$ cat config.mk
export PLATFORM = sky130hd
export DESIGN_NAME = ps2_key_capture
export DESIGN_NICKNAME = d
export VERILOG_FILES = /design/src/rtl/ps2_key_capture.sv
export SDC_FILE = /design/constraint.sdc
export NUM_CORES = 1
export LEC_CHECK = 0
export CAP_MARGIN = 20
export CORE_MARGIN = 2
export CORE_UTILIZATION = 30
export DETAILED_ROUTE_END_ITERATION = 8
export DONT_BUFFER_PORTS = 1
export RECOVER_POWER = 50
export SLEW_MARGIN = 25
export SYNTH_ARGS = -nofsm -noshare
export SYNTH_HDL_FRONTEND = slang
export SYNTH_SLANG_ARGS = --single-unit
$ cat constraint.sdc
create_clock -name clk -period 2.4 [get_ports clk]
set_clock_uncertainty 0.15 [all_clocks]
set_input_delay 0.36 -clock clk [delete_from_list [all_inputs] [get_ports clk]]
set_output_delay 0.36 -clock clk [all_outputs]
set_load 0.02 [all_outputs]
$ cat src/rtl/ps2_key_capture.sv
// ps2_key_capture: receives PS/2 keyboard frames, tracks the held key's scancode
// and keeps a two-digit BCD count of distinct key presses.
module ps2_key_capture #(
    parameter int TIMEOUT = 50000
) (
    input  logic       clk,
    input  logic       rst,
    input  logic       ps2_clk,
    input  logic       ps2_data,
    output logic [3:0] code_lo,
    output logic [3:0] code_hi,
    output logic [3:0] cnt_lo,
    output logic [3:0] cnt_hi,
    output logic       key_valid,
    output logic       frame_err
);
    localparam int TW = $clog2(TIMEOUT + 1);
    localparam logic [0:0] IDLE  = 1'b0;
    localparam logic [0:0] BREAK = 1'b1;
    logic [2:0]    clk_s, dat_s;
    logic [3:0]    bcnt;
    logic [9:0]    sh;
    logic [TW-1:0] tcnt;
    logic          byte_vld;
    logic [7:0]    byte_r, code;
    logic [0:0]    state;
    logic          fall, last, ok, hit;
    assign fall    = clk_s[2] & ~clk_s[1];
    assign last    = fall && bcnt == 4'd10;
    // sh[0] is the start bit, sh[8:1] the data, sh[9] parity; stop is the bit arriving now
    assign ok      = ~sh[0] & dat_s[1] & (^sh[9:1]);
    assign hit     = key_valid && byte_r == code;
    assign code_hi = code[7:4];
    assign code_lo = code[3:0];
    always_ff @(posedge clk or posedge rst) begin
        if (rst) begin
            clk_s     <= '1;
            dat_s     <= '1;
            bcnt      <= '0;
            sh        <= '0;
            tcnt      <= '0;
            byte_vld  <= 1'b0;
            byte_r    <= '0;
            frame_err <= 1'b0;
        end else begin
            clk_s     <= {clk_s[1:0], ps2_clk};
            dat_s     <= {dat_s[1:0], ps2_data};
            byte_vld  <= last && ok;
            frame_err <= last && !ok;
            if (last) byte_r <= sh[8:1];
            if (fall) begin
                sh   <= {dat_s[1], sh[9:1]};
                bcnt <= last ? 4'd0 : bcnt + 4'd1;
                tcnt <= '0;
            end else if (bcnt != 4'd0) begin
                // a stalled partial frame is dropped silently
                if (tcnt == TW'(TIMEOUT - 1)) begin
                    bcnt <= '0;
                    tcnt <= '0;
                end else begin
                    tcnt <= tcnt + 1'b1;
                end
            end
        end
    end
    always_ff @(posedge clk or posedge rst) begin
        if (rst) begin
            state     <= IDLE;
            code      <= '0;
            key_valid <= 1'b0;
            cnt_lo    <= '0;
            cnt_hi    <= '0;
        end else if (byte_vld) begin
            if (state == BREAK) begin
                state <= IDLE;
                if (hit) key_valid <= 1'b0;
            end else if (byte_r == 8'hF0) begin
                state <= BREAK;
            end else if (byte_r != 8'hE0 && !hit) begin
                code      <= byte_r;
                key_valid <= 1'b1;
                cnt_lo    <= cnt_lo == 4'd9 ? 4'd0 : cnt_lo + 4'd1;
                if (cnt_lo == 4'd9) cnt_hi <= cnt_hi == 4'd9 ? 4'd0 : cnt_hi + 4'd1;
            end
        end
    end
endmodule

# Word level (Yosys, flattened, before mapping)
# Cells that the tools add are included.
# word_totals
regBits,63
input_bits,4
output_inout_bits,18
elab_cells,64
# classes
n_addsub,4
n_eq_ne,9
muxes,15
bitwise_logic,7
n_reduce_logical,16
# ops
cell,count
2-to-1 mux 16 bit,3
2-to-1 mux 4 bit,6
"adder 16 x 1 -> 16 bit, second input constant",1
"equality test 16 bit, second input constant",1
"adder 4 x 1 -> 4 bit, second input constant",3
"equality test 4 bit, second input constant",3
XOR reduction 9 bit,1
equality test 8 bit,1
"equality test 8 bit, second input constant",1
"inequality test 8 bit, second input constant",1
AND reduction 4 bit,2
2-to-1 mux 1 bit,6
nonzero test 2 bit,3
logical AND 1 bit,5
AND reduction 5 bit,1
NOT 1 bit,4
nonzero test 4 bit,1
bitwise AND 1 bit,3
logical NOT 1 bit,2
"inequality test 2 x 1 -> 1 bit, second input constant",1
"inequality test 2 bit, second input constant",1
AND reduction 2 bit,1

# Logic depth before layout (Yosys ltp)
# Gate-level depths: netlist (run 1).
# depth
depth_word,7
depth_mapped,8
mapped_depth_nobuf,7

# Worst setup path before layout (run 1)
# OpenSTA, ideal clock, no wires.
# synth_path
path_kind,flip-flop to flip-flop
startpoint,register bcnt[0]
endpoint,register tcnt[6]
setup_time_ps,118
arrival_ps,1783
required_ps,2132
setup_slack_ps,349
path_stages_with_launch,9
n_path_buf,1
period_less_slack_ps,2051
path_cell_list,dfrtp_1 -> inv_1 -> ha_1 -> or3b_2 -> or2b_2 -> nand3_2 -> buf_6 -> nor3_1 -> a21o_1
# synth_via
elab_chain_len,2
# synth_lines
element,line_no,rtl
start: declaration,21,logic [3:0] bcnt;
start signal: assignment,53,bcnt <= last ? 4'd0 : bcnt + 4'd1;
nonzero test 4 bit,55,end else if (bcnt != 4'd0) begin
nonzero test 2 bit (no source line),-,
end signal: assignment,61,tcnt <= tcnt + 1'b1;
end: declaration,23,logic [TW-1:0] tcnt;
# No other way between the ends.
# A chain may end at the register's enable or synchronous reset.

# Worst setup path after layout (run 1)
# layout_path
startpoint,register bcnt[0]
endpoint,register tcnt[9]
# Same word-level chain as after synthesis.

==> results of run 1 <==
[what timing repair did]
action | in CTS | in global routing
hold endpoints to repair | 25 | 0
hold buffers | 3 | 0
endpoints found under the setup margin | 0 | 8
resized for setup | 0 | 1
[worst max-delay path, stage by stage, from the launching register on]
cell and delay [ns]:
dfrtp_1 0.41, inv_1 0.08, ha_1 0.19, or3b_2 0.21, or2b_2 0.16, nand3_2 0.20, or4_2 0.69, nand3_1 0.10
[layout make-up]
cell class	count	share of cell area [%]
Clock buffer	9	3.63
Tap cell	133	4.88
Clock inverter	7	1.47
Sequential cell	63	46.4
Timing Repair Buffer	9	2.20
Multi-Input combinational cell	223	40.1
Inverter	12	1.32
[cell usage in the layout, fill, tap and decap left out, types with 2 or more instances in the layout]
master / instances
ha_1: 4
xnor2_1: 11
or4_2: 2
inv_1: 12
nand4b_1: 2
a21oi_1: 4
buf_4: 5
dfstp_2: 4
o211ai_1: 3
o22ai_1: 2
or3_2: 2
a22o_1: 2
o21ai_0: 14
nor2_1: 17
clkinvlp_4: 3
xor2_1: 10
nand3_1: 12
and4_1: 2
or3_1: 2
mux2i_1: 2
nor2b_1: 5
dfrtp_1: 58
a21o_1: 2
nand2_1: 75
clkinv_2: 2
clkbuf_8: 9
nand4_1: 4
clkinv_4: 2
dlygate4sd3_1: 3
a31oi_1: 5
mux2_2: 10
nor3_1: 4
nand2b_1: 3
[flip-flops by register name, summed over array words and instances, names as in the netlist]
register,flops
tcnt,16
sh,10
byte_r,8
code,8
bcnt,4
cnt_hi,4
cnt_lo,4
clk_s,3
dat_s,2
byte_vld,1
frame_err,1
key_valid,1
state,1
[how the worst min path moves through the flow]
| stage | cells after the start | from | endpoint | slack [ns] |
|---|---|---|---|---|
| CTS | 0 | clk_s[0] | clk_s[1] | 0.20 |
| floorplan | 0 | clk_s[0] | clk_s[1] | 0.20 |
| finish | 0 | clk_s[0] | clk_s[1] | 0.21 |
| detailed placement | 0 | clk_s[0] | clk_s[1] | 0.20 |
| global placement | 1 | rst | tcnt[9] | 0.20 |
| global route | 0 | clk_s[0] | clk_s[1] | 0.21 |
[through the flow]
| step | hold slack, ns | cells |
|---|---|---|
| 2_1_floorplan | 0.195 | 306 |
| 3_3_place_gp | 0.197 | 437 |
| 3_5_place_dp | 0.200 | 437 |
| 4_1_cts | 0.198 | 456 |
| 5_1_grt | 0.209 | 456 |
| 6_report | 0.208 | 456 |
[synth_stat cells (3+ instances only)]
library cell  instances  area share [%]
dfstp_2               5             4.3
nand4_1               4            0.83
a31oi_1               5             1.0
mux2_2               10             3.7
o211ai_1              3            0.74
clkbuf_1              4            0.50
o21ai_0              14             2.3
ha_1                  4             1.7
xnor2_1              11             3.2
a21oi_1               4            0.66
nand2b_1              3            0.62
nor2_1               17             2.1
dfrtp_1              58              48
nor3_1                4            0.66
nand2_1              75             9.3
inv_1                12             1.5
xor2_1               10             2.9
buf_2                 3            0.50
nand3_1              12             2.0
nor2b_1               5             1.0
[per-layer routing]
metal  track usage (%)  vias up  wire (microns)
li1                  -     1079               -
met3              4.51        9             291
met4              3.86        0              71
met2              18.9       41            2790
met1              14.3     1051            2790
met5                 0        -               0
[power by group through the flow]
stage | registers [W] | logic (W) | clock network, W
3_3_place_gp | 0.00134 | 0.000438 | 0
5_1_grt | 0.00135 | 0.000519 | 0.000896
6_report | 0.00132 | 0.000446 | 0.000814
3_5_place_dp | 0.00134 | 0.000450 | 0
2_1_floorplan | 0.00130 | 0.000370 | 0
4_1_cts | 0.00132 | 0.000457 | 0.000854
[cell families after synthesis]
kind of cell / Yosys count / share of synthesized area [%]
xor gates and xnor gates: 21 / 6.07
adders and majority gates: 4 / 1.65
AOI/OAI and AO/OA: 42 / 9.09
buffers and inverters: 20 / 2.85
muxes: 12 / 4.38
DFF: 63 / 52.3
and+or+nand+nor: 144 / 23.7
==> impl_metrics.ini, run 1 <==
[place]
place_ws_ns = 0.135
port_buffers = 0
placed_cell_area_sq_mm = 0.00321
gp_congestion = 0.828
post-dp-hpwl_mm = 4.11

[power]
p_sw_w = 0.000840
p_int_w = 0.00174
share_comb_of_total_power_pct = 17.3
clock_power_share_pct = 31.5
switching_share_pct = 32.5
peakVddDrop_mv = 0.233
p_total_w = 0.00258
p_seq_share_pct = 51.2
power_density_mw_per_mm2 = 758
p_leak_nw = 1.57

[worst_setup_path]
worstRegToRegCells = 7
reg2reg_to = tcnt[9]
cp-start-kind = flip-flop
critical_path_class = reg -> reg
endpoint = tcnt[9]
cp.arrival_ns = 2.38
startpoint = bcnt[0]
worstPathMaxFanout = 11
end_kind = flip-flop
regToRegSetupSlack_ns = 0.14
timing.rr.start = bcnt[0]
cp_data_required_time_ns = 2.52

[finish]
multi_input_area_sq_mm = 0.00137
final_area_sq_mm = 0.00341
nNetsFinal = 326
drive_gt1_share_pct = 15.8
n_antenna_cell = 0
fillers = 993
post-route-util_pct = 34.9
area_delta_synth_final_pct = 12.6
final-seq-area_sq_mm = 0.00158

[global_route]
antenna_found_initial = 0
grt-ovfl-total = 0
gr-usage-all-layers_pct = 11.7
grt_start_max_net_pins = 39
grt_pass1_vias = 2155
grt_pass1_wl_mm = 10.4

[run]
maxCapViolations = 0

[sta]
drv_slew = 0
rsz0062_at_grt = no
fin_tns_setup_ns = 0
max_freq_mhz = 443
max-slew-margin-rel_pct = 31.0
setup_slack_ns = 0.142
min_period_over_period_pct = 94.1
setup_viol = 0
worstMarginPinSlew_ns = 1.03
hold_viol = 0
fin_crit_ns = 2.26

[synth]
ys_seq_area_share_pct = 52.3
synth_area_sq_mm = 0.00303
synth.distinct_cells = 53
synth_edf_count = 0
syn_area_per_cell_sq_um = 9.90
ys_ff_latch = 63
synthArstFlopShare_pct = 100
synthesis.instances = 306
synthFlopType = dfrtp_1
syn_nets = 314
ys_warn_count = 0

[clock_tree]
clock_path_buffers = 2
clk_latency_ns = 0.34
clock-sinks = 63
cts_tree = built
htree_levels = 3
cts_buffers = 9
path_clk_slew_ns = 0.07
clockRootBuffer = clkbuf_8
post_cts_buffers = 0

[floorplanning]
dieArea_sq_mm = 0.0109
initial_core_util_pct = 31.0
core-area_sq_mm = 0.00977
rows = 36
chipHeight_microns = 104
io_pins = 22
dieWidth_microns = 104

[routing]
vias = 2180
wl_mm = 5.95
drtPass1Iterations = 4
drc_errors = 0
dr.first_iter.drc_count = 90
wl_per_cell_microns = 13.0
viasPerCell = 4.78
drtAntennaViolNets = 0

[worst_hold_path]
min_path_type = reg -> reg

[status]
status = finished, final reports clean
Power figures use the tool's default switching activity.
==> inputs of run 2 (changes only) <==
- PLACE_DENSITY_LB_ADDON: not set -> 0.08
==> run 2 against run 1 <==
Effect of this change:
- utilization is 0.90 points higher
- hold slack hardly changed
- register-to-register slack better by 0.03 ns
- cell count is 0.88% higher
- die area stayed put
- critical path depth is 2 lower
- via count is 0.55% lower
- combinational power is 7.4% higher
- highest routed layer unchanged
==> impl_metrics.ini, run 2 (synthesis results as in run 1) <==
[sta]
min_period_over_period_pct = 92.8
worstMarginPinSlew_ns = 0.796
fin_tns_setup_ns = 0
setup_viol = 0
max_freq_mhz = 449
rsz0062_at_grt = no
hold_viol = 0
drv_slew = 0
fin_crit_ns = 2.23
max-slew-margin-rel_pct = 46.9
holdWs_ns = 0.208

[clock_tree]
cts_buffers = 9
clockRootBuffer = clkbuf_8
clock-sinks = 63
cts_tree = built
path_clk_slew_ns = 0.07
htree_levels = 3
clock_path_buffers = 2
post_cts_buffers = 0
clk_latency_ns = 0.33

[routing]
viasPerCell = 4.71
dr.first_iter.drc_count = 106
drtAntennaViolNets = 0
vias = 2168
wl_per_cell_microns = 13.7
drc_errors = 0
wl_mm = 6.32
drtPass1Iterations = 4

[finish]
largest-register = tcnt
area_delta_synth_final_pct = 15.5
nNetsFinal = 330
n_antenna_cell = 0
final_common_cell = nand2_1
fillers = 1015
drive_gt1_share_pct = 15.6
largest_reg_flops = 16
top_regs = tcnt (16), sh (10)
post-route-util_pct = 35.8
final_cell_mix = nand2_1, dfrtp_1, nor2_1

[worst_setup_path]
cp_data_required_time_ns = 2.48
cp.arrival_ns = 2.30
crit_chain = xor2_1 -> nor4_1 -> a31oi_2 -> a31o_2 -> a22o_1
worstPathMaxFanout = 12
crit_family = compound AO/OA/AOI/OAI gates
cp-start-kind = flip-flop
critical_path_buf_inv_count = 0
slowest_stage = dfrtp_1
end_kind = flip-flop
critPathMaxStageDelay_ns = 0.47
critical_path_class = reg -> reg

[power]
clock_power_share_pct = 37.1
share_comb_of_total_power_pct = 16.8
p_int_w = 0.00203
p_sw_w = 0.000827
peakVddDrop_mv = 0.382
p_leak_nw = 1.62
switching_share_pct = 29.0
p_seq_share_pct = 46.2
power_density_mw_per_mm2 = 817

[place]
gp_congestion = 0.736
port_buffers = 0
post-dp-hpwl_mm = 4.28

[floorplanning]
chipHeight_microns = 104
dieWidth_microns = 104
core-area_sq_mm = 0.00977
dieArea_sq_mm = 0.0109
rows = 36
initial_core_util_pct = 31.0
io_pins = 22

[worst_hold_path]
min_path_type = reg -> reg

[global_route]
antenna_found_initial = 0
grt_pass1_vias = 2120
grt_pass1_wl_mm = 11.0
grt-ovfl-total = 0
gr-usage-all-layers_pct = 12.5
grt_start_max_net_pins = 55

[run]
maxCapViolations = 0

[status]
status = finished, final reports clean
run 2: cell types whose count changed in the layout (fill, tap and decap cells not counted), sizes merged:
cell,change
buf,+4
bufinv,+2
clkbuf,+4
clkinvlp,-3
clkinv,-3
run 2: cell type report:
class / instances / area, sq um / area share, %
sequential: 63 / 1580 / 45.3
multi-input combinational: 223 / 1370 / 39.3
tap: 133 / 166 / 4.76
clock buffer: 13 / 159 / 4.55
timing repair buffer: 13 / 105 / 3.01
clock inverter: 3 / 65.1 / 1.86
inverter: 12 / 45.0 / 1.29
run 2: worst paths after layout:
path	start	to	slack (ns)	depth (start not counted)
min	dat_s[0]	dat_s[1]	0.21	0
min in group asynchronous	rst	cnt_hi[0]	0.29	2
max in group asynchronous	rst	tcnt[2]	0.64	3
max	code[2]	cnt_lo[3]	0.17	5
min reg2reg	dat_s[0]	dat_s[1]	0.21	0
max reg2reg	code[2]	cnt_lo[3]	0.17	5
run 2: metal layers:
metal / track usage (%) / up-vias / wire (microns)
li1: - / 1085 / -
met1: 18.0 / 1044 / 3300
met2: 17.8 / 31 / 2690
met3: 2.94 / 8 / 232
met4: 4.92 / 0 / 90
met5: 0 / - / 0
run 2: power by group through the flow:
stage	Clock [W]	Sequential [W]	Combinational (W)
6_report	0.00106	0.00132	0.000479
3_5_place_dp	0	0.00134	0.000479
2_1_floorplan	0	0.00130	0.000370
5_1_grt	0.00115	0.00134	0.000558
3_3_place_gp	0	0.00134	0.000484
4_1_cts	0.00110	0.00132	0.000485
run 2: per-stage QoR:
stage	cells	area (sq um)	power [W]	worst slack, ns
CTS	460	3490	0.00291	0.0798
floorplan	306	3030	0.00167	0.329
detailed placement	441	3240	0.00182	0.0816
finish	460	3500	0.00286	0.173
global route	460	3500	0.00305	0.00335
global placement	441	3240	0.00182	0.122
run 2: what timing repair did:
| action | CTS | global route |
|---|---|---|
| gates resized for setup | 0 | 2 |
| hold buffers | 3 | 0 |
| setup endpoints to repair | 0 | 1 |
| endpoints found under the hold margin | 11 | 0 |
